--- config.mk ---
export PLATFORM = sky130hd
export DESIGN_NAME = stable_window_monitor
export DESIGN_NICKNAME = d
export VERILOG_FILES = /design/src/rtl/stable_window_monitor.sv
export SDC_FILE = /design/constraint.sdc
export NUM_CORES = 1
export LEC_CHECK = 0
export BUFFER_PORTS_ARGS = -buffer_cell sky130_fd_sc_hd__clkbuf_2
export CORE_MARGIN = 2
export CORE_UTILIZATION = 51
export DETAILED_ROUTE_END_ITERATION = 12
export PLACE_DENSITY = 0.8
export REMOVE_ABC_BUFFERS = 1
export SYNTH_ARGS = -nofsm -noshare
export SYNTH_HDL_FRONTEND = slang
export SYNTH_SLANG_ARGS = --single-unit
--- constraint.sdc ---
create_clock -name clk -period 1.8 [get_ports clk]
set_input_delay 0.09 -clock clk [delete_from_list [all_inputs] [get_ports clk]]
set_output_delay 0.09 -clock clk [all_outputs]
set_load 0.01 [all_outputs]
--- src/rtl/stable_window_monitor.sv ---
// Stability monitor for a sampled bus: registers sample-to-sample equality, hold length and early-change glitches.
// Optional embedded assertions are compiled when STABLE_WINDOW_MONITOR_SVA_EN is defined.
module stable_window_monitor #(
  parameter int WIDTH      = 8,
  parameter int MIN_STABLE = 3,
  parameter int CNT_W      = 4
) (
  input  logic             clk,
  input  logic             rst,
  input  logic             en,
  input  logic [WIDTH-1:0] sig,
  output logic             stable,
  output logic             change,
  output logic             settled,
  output logic             glitch,
  output logic [CNT_W-1:0] hold_cnt,
  output logic [CNT_W-1:0] glitch_cnt
);

  localparam logic [1:0] S_EMPTY    = 2'd0;
  localparam logic [1:0] S_SETTLING = 2'd1;
  localparam logic [1:0] S_SETTLED  = 2'd2;

  localparam logic [CNT_W-1:0] CNT_MAX = {CNT_W{1'b1}};
  localparam logic [CNT_W-1:0] MIN_Q   = CNT_W'(MIN_STABLE);
  // A freshly seen value is already settled when one sample suffices.
  localparam logic [1:0] S_FRESH = (MIN_STABLE == 1) ? S_SETTLED : S_SETTLING;

  logic [1:0]       state;
  logic [WIDTH-1:0] prev;
  logic [CNT_W-1:0] hold_inc;

  assign hold_inc = (hold_cnt == CNT_MAX) ? hold_cnt : hold_cnt + 1'b1;
  assign settled  = (state == S_SETTLED);

  always_ff @(posedge clk) begin
    if (rst) begin
      state      <= S_EMPTY;
      prev       <= '0;
      stable     <= 1'b0;
      change     <= 1'b0;
      glitch     <= 1'b0;
      hold_cnt   <= '0;
      glitch_cnt <= '0;
    end else begin
      change <= 1'b0;
      glitch <= 1'b0;
      if (en) begin
        prev <= sig;
        if (state == S_EMPTY) begin
          stable   <= 1'b0;
          hold_cnt <= CNT_W'(1);
          state    <= S_FRESH;
        end else if (sig == prev) begin
          stable   <= 1'b1;
          hold_cnt <= hold_inc;
          if (hold_inc >= MIN_Q) state <= S_SETTLED;
        end else begin
          stable   <= 1'b0;
          change   <= 1'b1;
          hold_cnt <= CNT_W'(1);
          state    <= S_FRESH;
          // Leaving SETTLED is legal; only an unsettled value changing is a glitch.
          if (state == S_SETTLING) begin
            glitch <= 1'b1;
            if (glitch_cnt != CNT_MAX) glitch_cnt <= glitch_cnt + 1'b1;
          end
        end
      end
    end
  end

`ifdef STABLE_WINDOW_MONITOR_SVA_EN
  // sampled_q: the preceding edge took a sample; first_q: that sample came out of EMPTY.
  logic             sampled_q;
  logic             first_q;
  logic [WIDTH-1:0] prev_d;

  always_ff @(posedge clk) begin
    if (rst) begin
      sampled_q <= 1'b0;
      first_q   <= 1'b0;
      prev_d    <= '0;
    end else begin
      sampled_q <= en;
      if (en) begin
        prev_d  <= prev;
        first_q <= (state == S_EMPTY);
      end
    end
  end

  a_stable: assert property (@(posedge clk) disable iff (rst)
    (sampled_q && !first_q) |-> (stable == (prev == prev_d)))
    else $error("stable_window_monitor: stable mismatch at %0t", $time);

  a_glitch_change: assert property (@(posedge clk) disable iff (rst)
    sampled_q |-> (!glitch || change))
    else $error("stable_window_monitor: glitch without change at %0t", $time);

  a_no_glitch_min1: assert property (@(posedge clk) disable iff (rst)
    sampled_q |-> ((MIN_STABLE != 1) || !glitch))
    else $error("stable_window_monitor: glitch with MIN_STABLE=1 at %0t", $time);

  a_hold_mono: assert property (@(posedge clk) disable iff (rst)
    (sampled_q && !first_q) |-> ((hold_cnt >= $past(hold_cnt)) || (change && hold_cnt == CNT_W'(1))))
    else $error("stable_window_monitor: hold_cnt decreased at %0t", $time);
`endif

endmodule

; Word-level counts from Yosys, hierarchy flattened
; Index checks and enable logic that the tools add are counted.
[word_totals]
register_bits = 21
inputBits = 11
output_inout_bits = 12
wordCells = 34
[classes]
add_sub_neg = 2
n_lt_le_gt_ge = 1
n_eq_ne = 6
muxes = 10
bitwise_logic = 3
n_reduce_logical = 5
[op_table]
columns = cell, count
row1 = two-way mux 4 bit, 3
row2 = "adder 4 x 1 -> 4 bit, second input constant", 2
row3 = == test 8 bit, 1
row4 = two-way mux 2 bit, 3
row5 = AND reduction 5 bit, 1
row6 = "== test 4 bit, second input constant", 1
row7 = ">= comparator 4 x 2 -> 1 bit, second input constant", 1
row8 = two-way mux 1 bit, 4
row9 = "inequality test 4 bit, second input constant", 1
row10 = OR reduction 4 bit, 1
row11 = "inequality test 3 x 2 -> 1 bit, second input constant", 1
row12 = inverter 1 bit, 3
row13 = OR reduction 3 bit, 1
row14 = "== test 2 x 1 -> 1 bit, second input constant", 1
row15 = "== test 2 bit, second input constant", 1
row16 = logical NOT 2 bit, 1
row17 = AND reduction 2 bit, 1

; Depth between registers and ports, before layout
; Gate-level depths: netlist of run 1.
[logic_depth]
depth_word = 6
mapped_depth = 6

; Worst setup path before layout of run 1
; No wires, ideal clock.
[synth_path]
path_kind = register to register
startpoint = register glitch_cnt[0]
endpoint = register glitch_cnt[3]
setup_ns = 0.123
arrival_time_ns = 1.574
slack_ns = 0.103
path_stages_with_launch = 6
path_buffers = 0
synth_period_minus_slack_ns = 1.697
path_cell_list = dfxtp_1 ha_1 a311o_1 a21oi_2 nand4_1 mux2_1
[synth_between]
elab_chain_cells = 2
word_cells_on_any_way = 3
[synth_lines]
columns = element, line_no
row1 = "start, declared", 17  ; output logic [CNT_W-1:0] glitch_cnt
row2 = "start signal, assigned", 66  ; if (glitch_cnt != CNT_MAX) glitch_cnt <= glitch_cnt + 1'b1;
row3 = "parallel branches: the longest is 2 deep, another holds adder 4 x 1 -> 4 bit", n/a
; Several ways; the timed one is not identified.
; A chain may end at the register's enable or synchronous reset.

; Final worst setup path of run 1
[layout_path]
startpoint = register hold_cnt[1]
endpoint = register state[0]
[layout_between]
elab_chain_cells = 5
word_cells_on_any_way = 6
[layout_lines]
columns = element, line_no
row1 = "start, declared", 16  ; output logic [CNT_W-1:0] hold_cnt,
row2 = "start signal, assigned", 56  ; hold_cnt <= hold_inc;
row3 = adder 4 x 1 -> 4 bit or == test 4 bit (tied branches), 33  ; assign hold_inc = (hold_cnt == CNT_MAX) ? hold_cnt : hold_cnt + 1'b1;
row4 = two-way mux 4 bit *, 33
row5 = >= comparator 4 x 2 -> 1 bit *, 57  ; if (hold_inc >= MIN_Q) state <= S_SETTLED;
row6 = inequality test 3 x 2 -> 1 bit (no source line) *, n/a
row7 = AND reduction 2 bit (no source line) *, n/a
row8 = "end signal, assigned", 38  ; state <= S_EMPTY;
row9 = "end signal, assigned", 57
row10 = "end signal, assigned", 62  ; state <= S_FRESH;
row11 = "end, declared", 29  ; logic [1:0] state;
; Every way passes the cells marked *; elsewhere a longest branch is shown, timed or not.

==> impl_results.md, run 1 <==
- Status: finished, final reports clean
- DIE AREA: between 0.002 and 0.0025 mm²
- Maximum vdd drop: 0.602 mV
- Ys flop type: dfxtp_1
- CTS Buf Count: 3
- Syn_area_per_cell: 9.51 µm²
- Drt via density: 5.38
- Later-pin clock latency in the skew report: 0.32 ns
- RSZ-0062 raised after global routing: no
- Antenna diode count: 0
- Logic pwr share: 13.2%
- Sink Count: 21
- Post-synth cell types: 36
- Sw Ratio: 26.8%
- Slew margin rel.: 68.0%
- Starting Density: 53.5%
- F_max: approximately 600 MHz
- Synth Register Bits: 21
- Setup crit end kind: register
- Layout cells sized above 1: between 20% and 30%
- Final Max Tran Viols: 0
- Sequential element share of the synthesized area: 40.9%
- Vias: 871
- Routability cong.: between 0.8 and 0.9
- Final net count: 149
- Initial antenna violation count: 0
- All-layer global routing usage: roughly 20%
- Post-Route WL: between 2000 and 2500 µm
- Largest net degree at the start of global routing: 23
- Top-area cell type share of the netlist area: 40.9%
- Setup TNS: 0 ns
- Area occupied by multi-input gates: 577 µm²
- IO Pins: 23
- Final min period: 1.67 ns
- DRC viols: 0
- Reg power frac: 58.8%
- Critical path launch point type: register
- PwrDens: 693 mW/mm²
- Async set-or-reset flop fraction in the synthesized netlist: 0%
- Int Power: 618 µW
- CP arrival: 1.90 ns
- Pre-antenna DRT Iters: 4
- Worst min-delay path class: primary input to register
- Clock transition at path regs: 0.12 ns
- First-pass GRT wire length: 3590 µm
- Data required time of the worst path: 2.04 ns
- Post-CTS Setup Bufs: 0
- Vias in the first global route: 860
- Top area cells in the synthesized netlist: dfxtp_1, mux2i_1, nor2_1, xor2_1, a2111oi_4
- Cell Rows: 16
- Area leader, netlist: dfxtp_1
- Core Box Area: 0.00192 mm²
- Crit Path Max Fanout: 7
- Root Buffer Master: clkbuf_4
- Area Overhead vs Synth: 18.5%
- Worst-path cell chain: ha_1, nor2_1, a21oi_1, o311a_1, a211oi_1
- Die Span Y: 48.9 µm
- Worst-case clock buffer depth: 2
- CP max stage delay: 0.39 ns
- Clk_skew: 0.00252 ns
- Top cells by count, synth: dfxtp_1, nor2_1, mux2i_1, xor2_1, nand3_1
- Max-Cap Viols: 0
- Slowest CP cell: dfxtp_1
- Post-synth EDFFs: 0
- Crit path kind: register to register
- Leak Pwr: 0.000546 µW
- Pin slew with the least headroom to its limit: 0.480 ns
- # port buffers: 22
- Net switching power: 226 µW
- CP top delay family: compound AO/OA/AOI/OAI gates
- CTS resizes: 0
- Mapped cell area: 0.00103 mm²
- Final Hold Vio Count: 0
- Fin crit share: 92.7%
- Antenna-violating nets left: 0
- Synth warn: 0
- Count leader, synth: dfxtp_1
- Post-DP HPWL: 1550 µm
- WL per Instance: 12.4 µm
- Initial DRC count: 7
- Die width: between 40 and 50 µm
- Filler instances: 188
- Final setup fails: 0
- Hold buffers post-CTS: 0
- Register area: 420 µm²
- Core Util, Final: 63.3%
- Mapped Cells: 108
- Clock group share of total power: between 20% and 30%
- Htree depth: 1
- GRT Residual Overflow: 0
- CTS tree: done
- Buf+Inv Stages, Crit Path: 0
[routing by layer]
| metal | routed length [µm] | GRT usage, % | vias to the layer above |
|---|---|---|---|
| met4 | 59 | 13.8 | 0 |
| met3 | 96 | 6.13 | 4 |
| met5 | 0 | 0 | - |
| met1 | 835 | 21.4 | 403 |
| li1 | - | - | 437 |
| met2 | 1020 | 33.6 | 27 |
[worst reg2reg max path, cell delays in order (launching register included)]
cell and delay, ns:
dfxtp_1 0.39, ha_1 0.26, nor2_1 0.26, a21oi_1 0.07, o311a_1 0.36, a211oi_1 0.23
[layout make-up]
| type | count | area share (%) |
|---|---|---|
| multi-input combinational | 81 | 47.4 |
| sequential | 21 | 34.5 |
| timing repair buffer | 28 | 12.7 |
| tap | 27 | 2.77 |
| clock buffer | 3 | 1.85 |
| clock inverter | 1 | 0.411 |
| inverter | 1 | 0.308 |
[flip-flops by register name, indices dropped and copies added (netlist names)]
signal      count
change          1
glitch          1
glitch_cnt      4
hold_cnt        4
prev            8
stable          1
state           2
[power by group through the flow]
stage	clock network, µW	logic (µW)	registers, µW
global route	267	124	499
global placement	0	109	505
floorplan	0	54.3	509
CTS	247	113	496
finish	236	111	496
detailed placement	0	112	507
[layout by cell type, fill, tap and decap left out, drive strengths merged]
cell / instances
o22ai: 1
clkbuf: 25
inv: 1
a31oi: 1
o21ai: 2
xor2: 8
clkinv: 1
a311o: 1
nand3: 5
nor2b: 3
nor2: 19
ha: 2
nand3b: 2
a211oi: 2
nand2: 5
and2: 2
and3: 1
a21bo: 1
xnor2: 1
a41oi: 1
a21oi: 5
o311a: 1
mux2: 1
buf: 6
mux2i: 9
nor4: 3
nor3: 1
a2111oi: 1
and3b: 1
nand4: 2
dfxtp: 21
[kinds of logic (layout without fill, tap and decap cells)]
logic type / after synthesis / count (layout) / share of synthesized area [%]
simple gates: 44 / 44 / 22.7
flops: 21 / 21 / 40.9
compound gates: 16 / 16 / 13.4
mux: 10 / 10 / 9.87
xor+xnor: 9 / 9 / 7.67
buf+inv: 6 / 33 / 3.04
fa+ha+maj: 2 / 2 / 2.44
[per-stage QoR]
stage	total power [µW]	cells	setup WS [ns]	hold WS, ns	cell area (µm²)
after floorplan	563	103	0.103	0.155	1000
after global placement	614	158	0.200	0.355	1190
after detailed placement	619	158	0.168	0.365	1190
after CTS	856	162	0.138	0.0188	1220
after global routing	889	162	0.0297	0.0278	1220
final	843	162	0.132	0.0306	1220
[worst paths after layout]
kind	end	slack (ns)	depth (start not counted)	startpoint
max	state[0]	0.13	5	hold_cnt[1]
min	prev[1]	0.03	3	sig[1]
max reg2reg	state[0]	0.13	5	hold_cnt[1]
min reg2reg	stable	0.51	2	stable
No activity file was read; power rests on OpenSTA's default activity.
==> run 2, diff against run 1 <==
--- a/config.mk
+++ b/config.mk
@@ -11,2 +11,3 @@
 export DETAILED_ROUTE_END_ITERATION = 12
+export HOLD_SLACK_MARGIN = 0.15
 export PLACE_DENSITY = 0.8
==> constraint.sdc (replaced) <==
create_clock -name clk -period 1.8 [get_ports clk]
set_input_delay 0.36 -clock clk [delete_from_list [all_inputs] [get_ports clk]]
set_output_delay 0.36 -clock clk [all_outputs]
set_load 0.01 [all_outputs]
==> run 2 against run 1 <==
Compared with the run above:
- via count grew 2.3%
- fmax shrank 4.9%
- final area grew 1.7%
- clock skew grew 0.0011 ns
- die area is the same
- final cell count grew 1.2%
- worst hold slack gained 0.29 ns
- critical path depth is the same
- non-clock buffer count grew 2
==> impl_results.md, run 2 (synthesis results as in run 1) <==
- CTS Buf Count: 3 (unchanged)
- Setup crit end kind: register
- Cell Rows: 16 (unchanged)
- Maximum vdd drop: 0.503 mV (-16%)
- Clock transition at path regs: 0.11 ns (about the same)
- # port buffers: 22 (unchanged)
- Fin crit share: 97.5% (+4.8 points)
- Crit Path Max Fanout: 5 (-2)
- Reg-to-reg startpoint: glitch_cnt[0]
- DRC viols: 0 (unchanged)
- Max-Cap Viols: 0 (unchanged)
- Commonest non-fill, non-tap cells in the layout: clkbuf_2, dfxtp_1, nor2_1, mux2i_1
- Critical Path End: glitch_cnt[3]
- Final Hold Vio Count: 0 (unchanged)
- Worst Reg-to-Reg Cells: 5 (unchanged)
- Commonest non-fill, non-tap cell in the layout: clkbuf_2
- Total power: 834 µW (-1.1%)
- Routability cong.: 0.869 (+2.7%)
- Htree depth: 1 (unchanged)
- CP Launch Point: glitch_cnt[0]
- Worst r2r dst: glitch_cnt[3]
- DIE AREA: 0.00239 mm² (unchanged)
- Root Buffer Master: clkbuf_4
- Worst-path cell chain: ha_1, a311o_1, a21oi_4, nand4_1, mux2_1
- Area Overhead vs Synth: 20.6%
- Final min period: 1.75 ns (+0.0867 ns)
- Clk_skew: 0.00360 ns (+0.00108 ns)
- GRT Residual Overflow: 0 (unchanged)
- Initial antenna violation count: 0 (unchanged)
- Layout cells sized above 1: 29.9% (+0.30 points)
- Worst min-delay path class: primary input to register
- All-layer global routing usage: 18.9% (-1.1 points)
- Pin slew with the least headroom to its limit: 0.477 ns (-0.00277 ns)
- Critical path launch point type: register
- Final Max Tran Viols: 0 (unchanged)
- Post-Route WL: 2060 µm (+2.4%)
- Die Span Y: 48.9 µm (unchanged)
- WL per Instance: 12.6 µm (+1.1%)
- Antenna diode count: 0 (unchanged)
- IO Pins: 23 (unchanged)
- Final setup fails: 0 (unchanged)
- CTS tree: done
- CP max stage delay: 0.41 ns (+0.02 ns)
- Vias: 891 (+2.3%)
- PwrDens: 673 mW/mm² (-2.8%)
- Crit path kind: register to register
- F_max: 570 MHz (-4.9%)
- Final net count: 151 (+1.3%)
- Leak Pwr: 0.000555 µW (+1.7%)
- Stages on worst setup path: 5 (unchanged)
- Pre-antenna DRT Iters: 4 (unchanged)
- Regs by FF count: prev: 8 flops, glitch_cnt: 4 flops, hold_cnt: 4 flops
- Max FFs per register: 8 (unchanged)
- Fin cells: 164 (+1.2%)
- Worst-case clock buffer depth: 2 (unchanged)
- Later-pin clock latency in the skew report: 0.30 ns (-0.02 ns)
- First-pass GRT wire length: 3600 µm (+0.36%)
- Post-DP HPWL: 1490 µm (-4.2%)
- CP top delay family: compound AO/OA/AOI/OAI gates
- Sink Count: 21 (unchanged)
- Largest net degree at the start of global routing: 23 (unchanged)
- Setup TNS: 0 ns (unchanged)
- Vias in the first global route: 889 (+3.4%)
- Initial DRC count: 3 (-4)
- Data required time of the worst path: 2.00 ns (-0.04 ns)
- Most flop-heavy register: prev
- CP arrival: 1.95 ns (+0.05 ns)
- Core Box Area: 0.00192 mm² (unchanged)
- Starting Density: 53.5% (unchanged)
- Hold buffers post-CTS: 0 (unchanged)
- R2r setup slk: 0.05 ns (-0.09 ns)
- Antenna-violating nets left: 0 (unchanged)
- Drt via density: 5.43 (+1.0%)
- Die width: 48.9 µm (unchanged)
- Buf+Inv Stages, Crit Path: 0 (unchanged)
- Hold slack: 0.317 ns (+0.286 ns)
- Slowest CP cell: a311o_1
- Slew margin rel.: 68.2% (+0.18 points)
- Number of instances in the placed design: 158 (unchanged)
- Status: finished, final reports clean
==> run 2: cell type report <==
class | instances | area (µm²)
inverter | 1 | 3.75
fill | 166 | 683
multi-input combinational | 81 | 584
clock buffer | 4 | 26.3
tap | 27 | 33.8
sequential | 21 | 420
timing repair buffer | 30 | 170
==> run 2: routing by layer <==
layer	vias up	share of wire, %	track usage [%]
met2	26	50	35.4
li1	439	-	-
met5	-	0	0
met4	0	1.3	9.52
met3	4	4.1	2.76
met1	422	44	20.4
==> run 2: worst min-delay path by stage <==
stage	from	endpoint	slack (ns)	cells past startpoint
global placement	prev[1]	prev[1]	0.49	2
CTS	sig[2]	prev[2]	0.31	3
finish	sig[6]	prev[6]	0.32	3
floorplan	rst	hold_cnt[3]	0.42	1
global route	sig[6]	prev[6]	0.32	3
detailed placement	stable	stable	0.49	2
==> run 2: per-stage QoR <==
step	setup slack (ns)	util (%)	area [µm²]
after floorplan	0.0641	-	1000
after global placement	0.0910	61.8	1190
after detailed placement	0.0220	61.8	1190
after CTS	0.0280	63.2	1210
after global routing	-0.0168	64.5	1240
final	0.0456	64.5	1240
==> run 2: worst reg2reg max path: stages, from the launching register on <==
cell	delay, ns
dfxtp_1	0.36
ha_1	0.25
a311o_1	0.41
a21oi_4	0.18
nand4_1	0.13
mux2_1	0.32
==> run 2: repair_timing <==
action / 4_1_cts / 5_1_grt
buffers inserted: 0 / 2
endpoints found under the setup margin: 0 / 2
resized for setup: 0 / 2
hold endpoints to repair: 0 / 0
==> run 2: where the power goes <==
part / internal [µW] / switching (µW) / leakage (µW) / total, µW
logic: 53.2 / 61.7 / 0.000368 / 115
clock network: 86.5 / 136 / 0.0000150 / 223
registers: 483 / 13.5 / 0.000172 / 496
==> run 3, diff against run 2 <==
Settings changed: CORE_UTILIZATION 51 to 47, PLACE_DENSITY 0.8 to 0.78.
Clock period 1.8 ns to 1.6 ns, I/O delays scaled along.
==> run 3 against run 2 <==
Compared with the run above:
- worst hold slack worse by 0.037 ns
- highest routed layer unchanged
- final area rose by 6.3%
- sequential share of layout area is 1.8 points lower
- clock power up 13%
- critical path depth is 1 higher
- the run now ends with negative setup slack left
- critical path type unchanged
- core utilization rose by 1.3 points
==> impl_results.md, run 3 (synthesis results as in run 1) <==
- Commonest non-fill, non-tap cell in the layout: clkbuf_2
- Pre-antenna DRT Iters: 4 (unchanged)
- Hold buffers post-CTS: 0 (unchanged)
- Crit path kind: register to register
- Logic pwr share: 14.7% (+0.9 points)
- Root Buffer Master: clkbuf_4
- Starting Density: 51.3% (-2.1 points)
- Clock group share of total power: 26.6% (about the same)
- Final Hold Vio Count: 0 (unchanged)
- Failing checks: negative setup slack
- DIE AREA: 0.00258 mm² (+7.8%)
- Post-route cell area: 0.00132 mm² (+6.3%)
- Post-Place Worst Slack: -0.143 ns (-0.165 ns)
- Most flop-heavy register: prev
- Max FFs per register: 8 (unchanged)
- RSZ-0062 raised after global routing: yes
- Routability cong.: 0.817 (-6.0%)
- Largest net degree at the start of global routing: 18 (-22%)
- Initial DRC count: 29 (+26)
- Die Span Y: 50.8 µm (+3.8%)
- Vias in the first global route: 848 (-4.6%)
- Worst-case clock buffer depth: 2 (unchanged)
- Worst min-delay path class: primary input to register
- WL per Instance: 13.3 µm (+5.4%)
- Status: complete, but fails checks
- Initial antenna violation count: 0 (unchanged)
- Core Box Area: 0.00200 mm² (+4.2%)
- Die width: 50.8 µm (+3.8%)
- Max-Cap Viols: 0 (unchanged)
- Cell Rows: 16 (unchanged)
- Fin crit share: 100% (+2.8 points)
- DRC viols: 0 (unchanged)
- Sink Count: 21 (unchanged)
- Worst-path cell chain: xor2_1, nor4_2, and3b_2, buf_6, nand3_2, and3_1
- Maximum vdd drop: 0.749 mV (+49%)
- # port buffers: 22 (unchanged)
- Later-pin clock latency in the skew report: 0.30 ns (about the same)
- Int Power: 706 µW (+13%)
- Final net count: 156 (+3.3%)
- F_max: 623 MHz (+9.3%)
- Post-Route WL: 2240 µm (+8.6%)
- PwrDens: 722 mW/mm² (+7.3%)
- CP arrival: 1.81 ns (-0.14 ns)
- Net switching power: 244 µW (+16%)
- Regs by FF count: prev: 8 flops, glitch_cnt: 4 flops, hold_cnt: 4 flops
- Pin slew with the least headroom to its limit: 0.401 ns (-0.0769 ns)
- Sw Ratio: 25.7% (+0.36 points)
- Final min period: 1.60 ns (-0.149 ns)
- Area Overhead vs Synth: 28.1%
- Final setup fails: 1 (+1)
- Critical path launch point type: register
- All-layer global routing usage: 18.7% (-0.14 points)
- Htree depth: 1 (unchanged)
- DP Area: 0.00123 mm² (+3.8%)
- Data required time of the worst path: 1.81 ns (-0.19 ns)
- CTS Buf Count: 3 (unchanged)
- Clock transition at path regs: 0.11 ns (about the same)
- Antenna-violating nets left: 0 (unchanged)
- IO Pins: 23 (unchanged)
- GRT Residual Overflow: 0 (unchanged)
- Crit Path Max Fanout: 6 (+1)
- CP max stage delay: 0.35 ns (-0.06 ns)
- Post-DP HPWL: 1690 µm (+13%)
- Drt via density: 5.35 (-1.5%)
- Slowest CP cell: and3b_2
- First-pass GRT wire length: 3590 µm (-0.36%)
- Commonest non-fill, non-tap cells in the layout: clkbuf_2, dfxtp_1, nor2_1, buf_4, mux2i_1
- Clk_skew: 0.00158 ns (-0.00202 ns)
- Antenna diode count: 0 (unchanged)
- CTS tree: done
- Layout cells sized above 1: 39.4% (+9.5 points)
- Final Max Tran Viols: 0 (unchanged)
- Worst setup margin: -0.00495 ns (-0.0505 ns)
- Leak Pwr: 0.000586 µW (+5.5%)
- Vias: 904 (+1.5%)
- Reg power frac: 58.7% (-0.8 points)
- Setup crit end kind: register
- Slew margin rel.: 73.3% (+5.1 points)
-- run 3: changes by cell type in the layout (fill, tap and decap cells not counted), sizes merged --
cell,before,now
buf,8,13
-- run 3: per-stage QoR --
stage                     setup TNS (ns)  total power (µW)  cells  utilization, %  hold WS (ns)
after floorplan                   -0.225               634    103               -         0.385
after global placement            -0.195               696    164            61.6         0.471
after detailed placement          -0.619               704    164            61.6         0.486
after CTS                       -0.00354               953    168            63.1         0.278
after global routing              -0.362               996    169            65.8         0.301
final                           -0.00495               950    169            65.8         0.279
-- run 3: critical path: cells and delay by family, from the launching register on --
| family | cells | cell delay [ns] |
|---|---|---|
| DFF | 1 | 0.34 |
| xor gates and xnor gates | 1 | 0.16 |
| buffers and inverters | 1 | 0.14 |
| and+or+nand+nor | 4 | 0.87 |
-- run 3: timing repair --
item / in CTS / in global routing
setup endpoints to repair: 5 / 8
gates resized for setup: 2 / 13
pin swaps: 2 / 8
buffers inserted: 0 / 1
-- run 3: power by group through the flow --
stage          logic (µW)  clock network, µW  registers, µW
2_1_floorplan        61.1                  0            573
3_5_place_dp          135                  0            568
6_report              140                253            558
3_3_place_gp          129                  0            567
4_1_cts               136                260            556
5_1_grt               155                280            560
-- run 3: per-layer routing --
layer | routed length [µm] | GRT usage (%) | part of all wire (%) | vias to the layer above
met1 | 866 | 19.3 | 39 | 421
met5 | 0 | 0 | 0 | -
met3 | 113 | 4.17 | 5.0 | 4
li1 | - | - | - | 450
met4 | 34 | 8.11 | 1.5 | 0
met2 | 1230 | 35.7 | 55 | 29
-- run 3: cell type report --
class | instances | area, µm²
Clock buffer | 4 | 26.3
Fill cell | 181 | 686
Inverter | 1 | 3.75
Multi-Input combinational cell | 81 | 618
Sequential cell | 21 | 423
Tap cell | 27 | 33.8
Timing Repair Buffer | 35 | 211
-- run 3: path summary, 6_finish.rpt --
kind	to	startpoint	cells past startpoint	slack (ns)
worst min-delay path	prev[7]	sig[7]	3	0.28
worst min register to register	stable	stable	2	0.50
worst max register to register	hold_cnt[0]	prev[7]	6	-0.005
worst max-delay path	hold_cnt[0]	prev[7]	6	-0.005
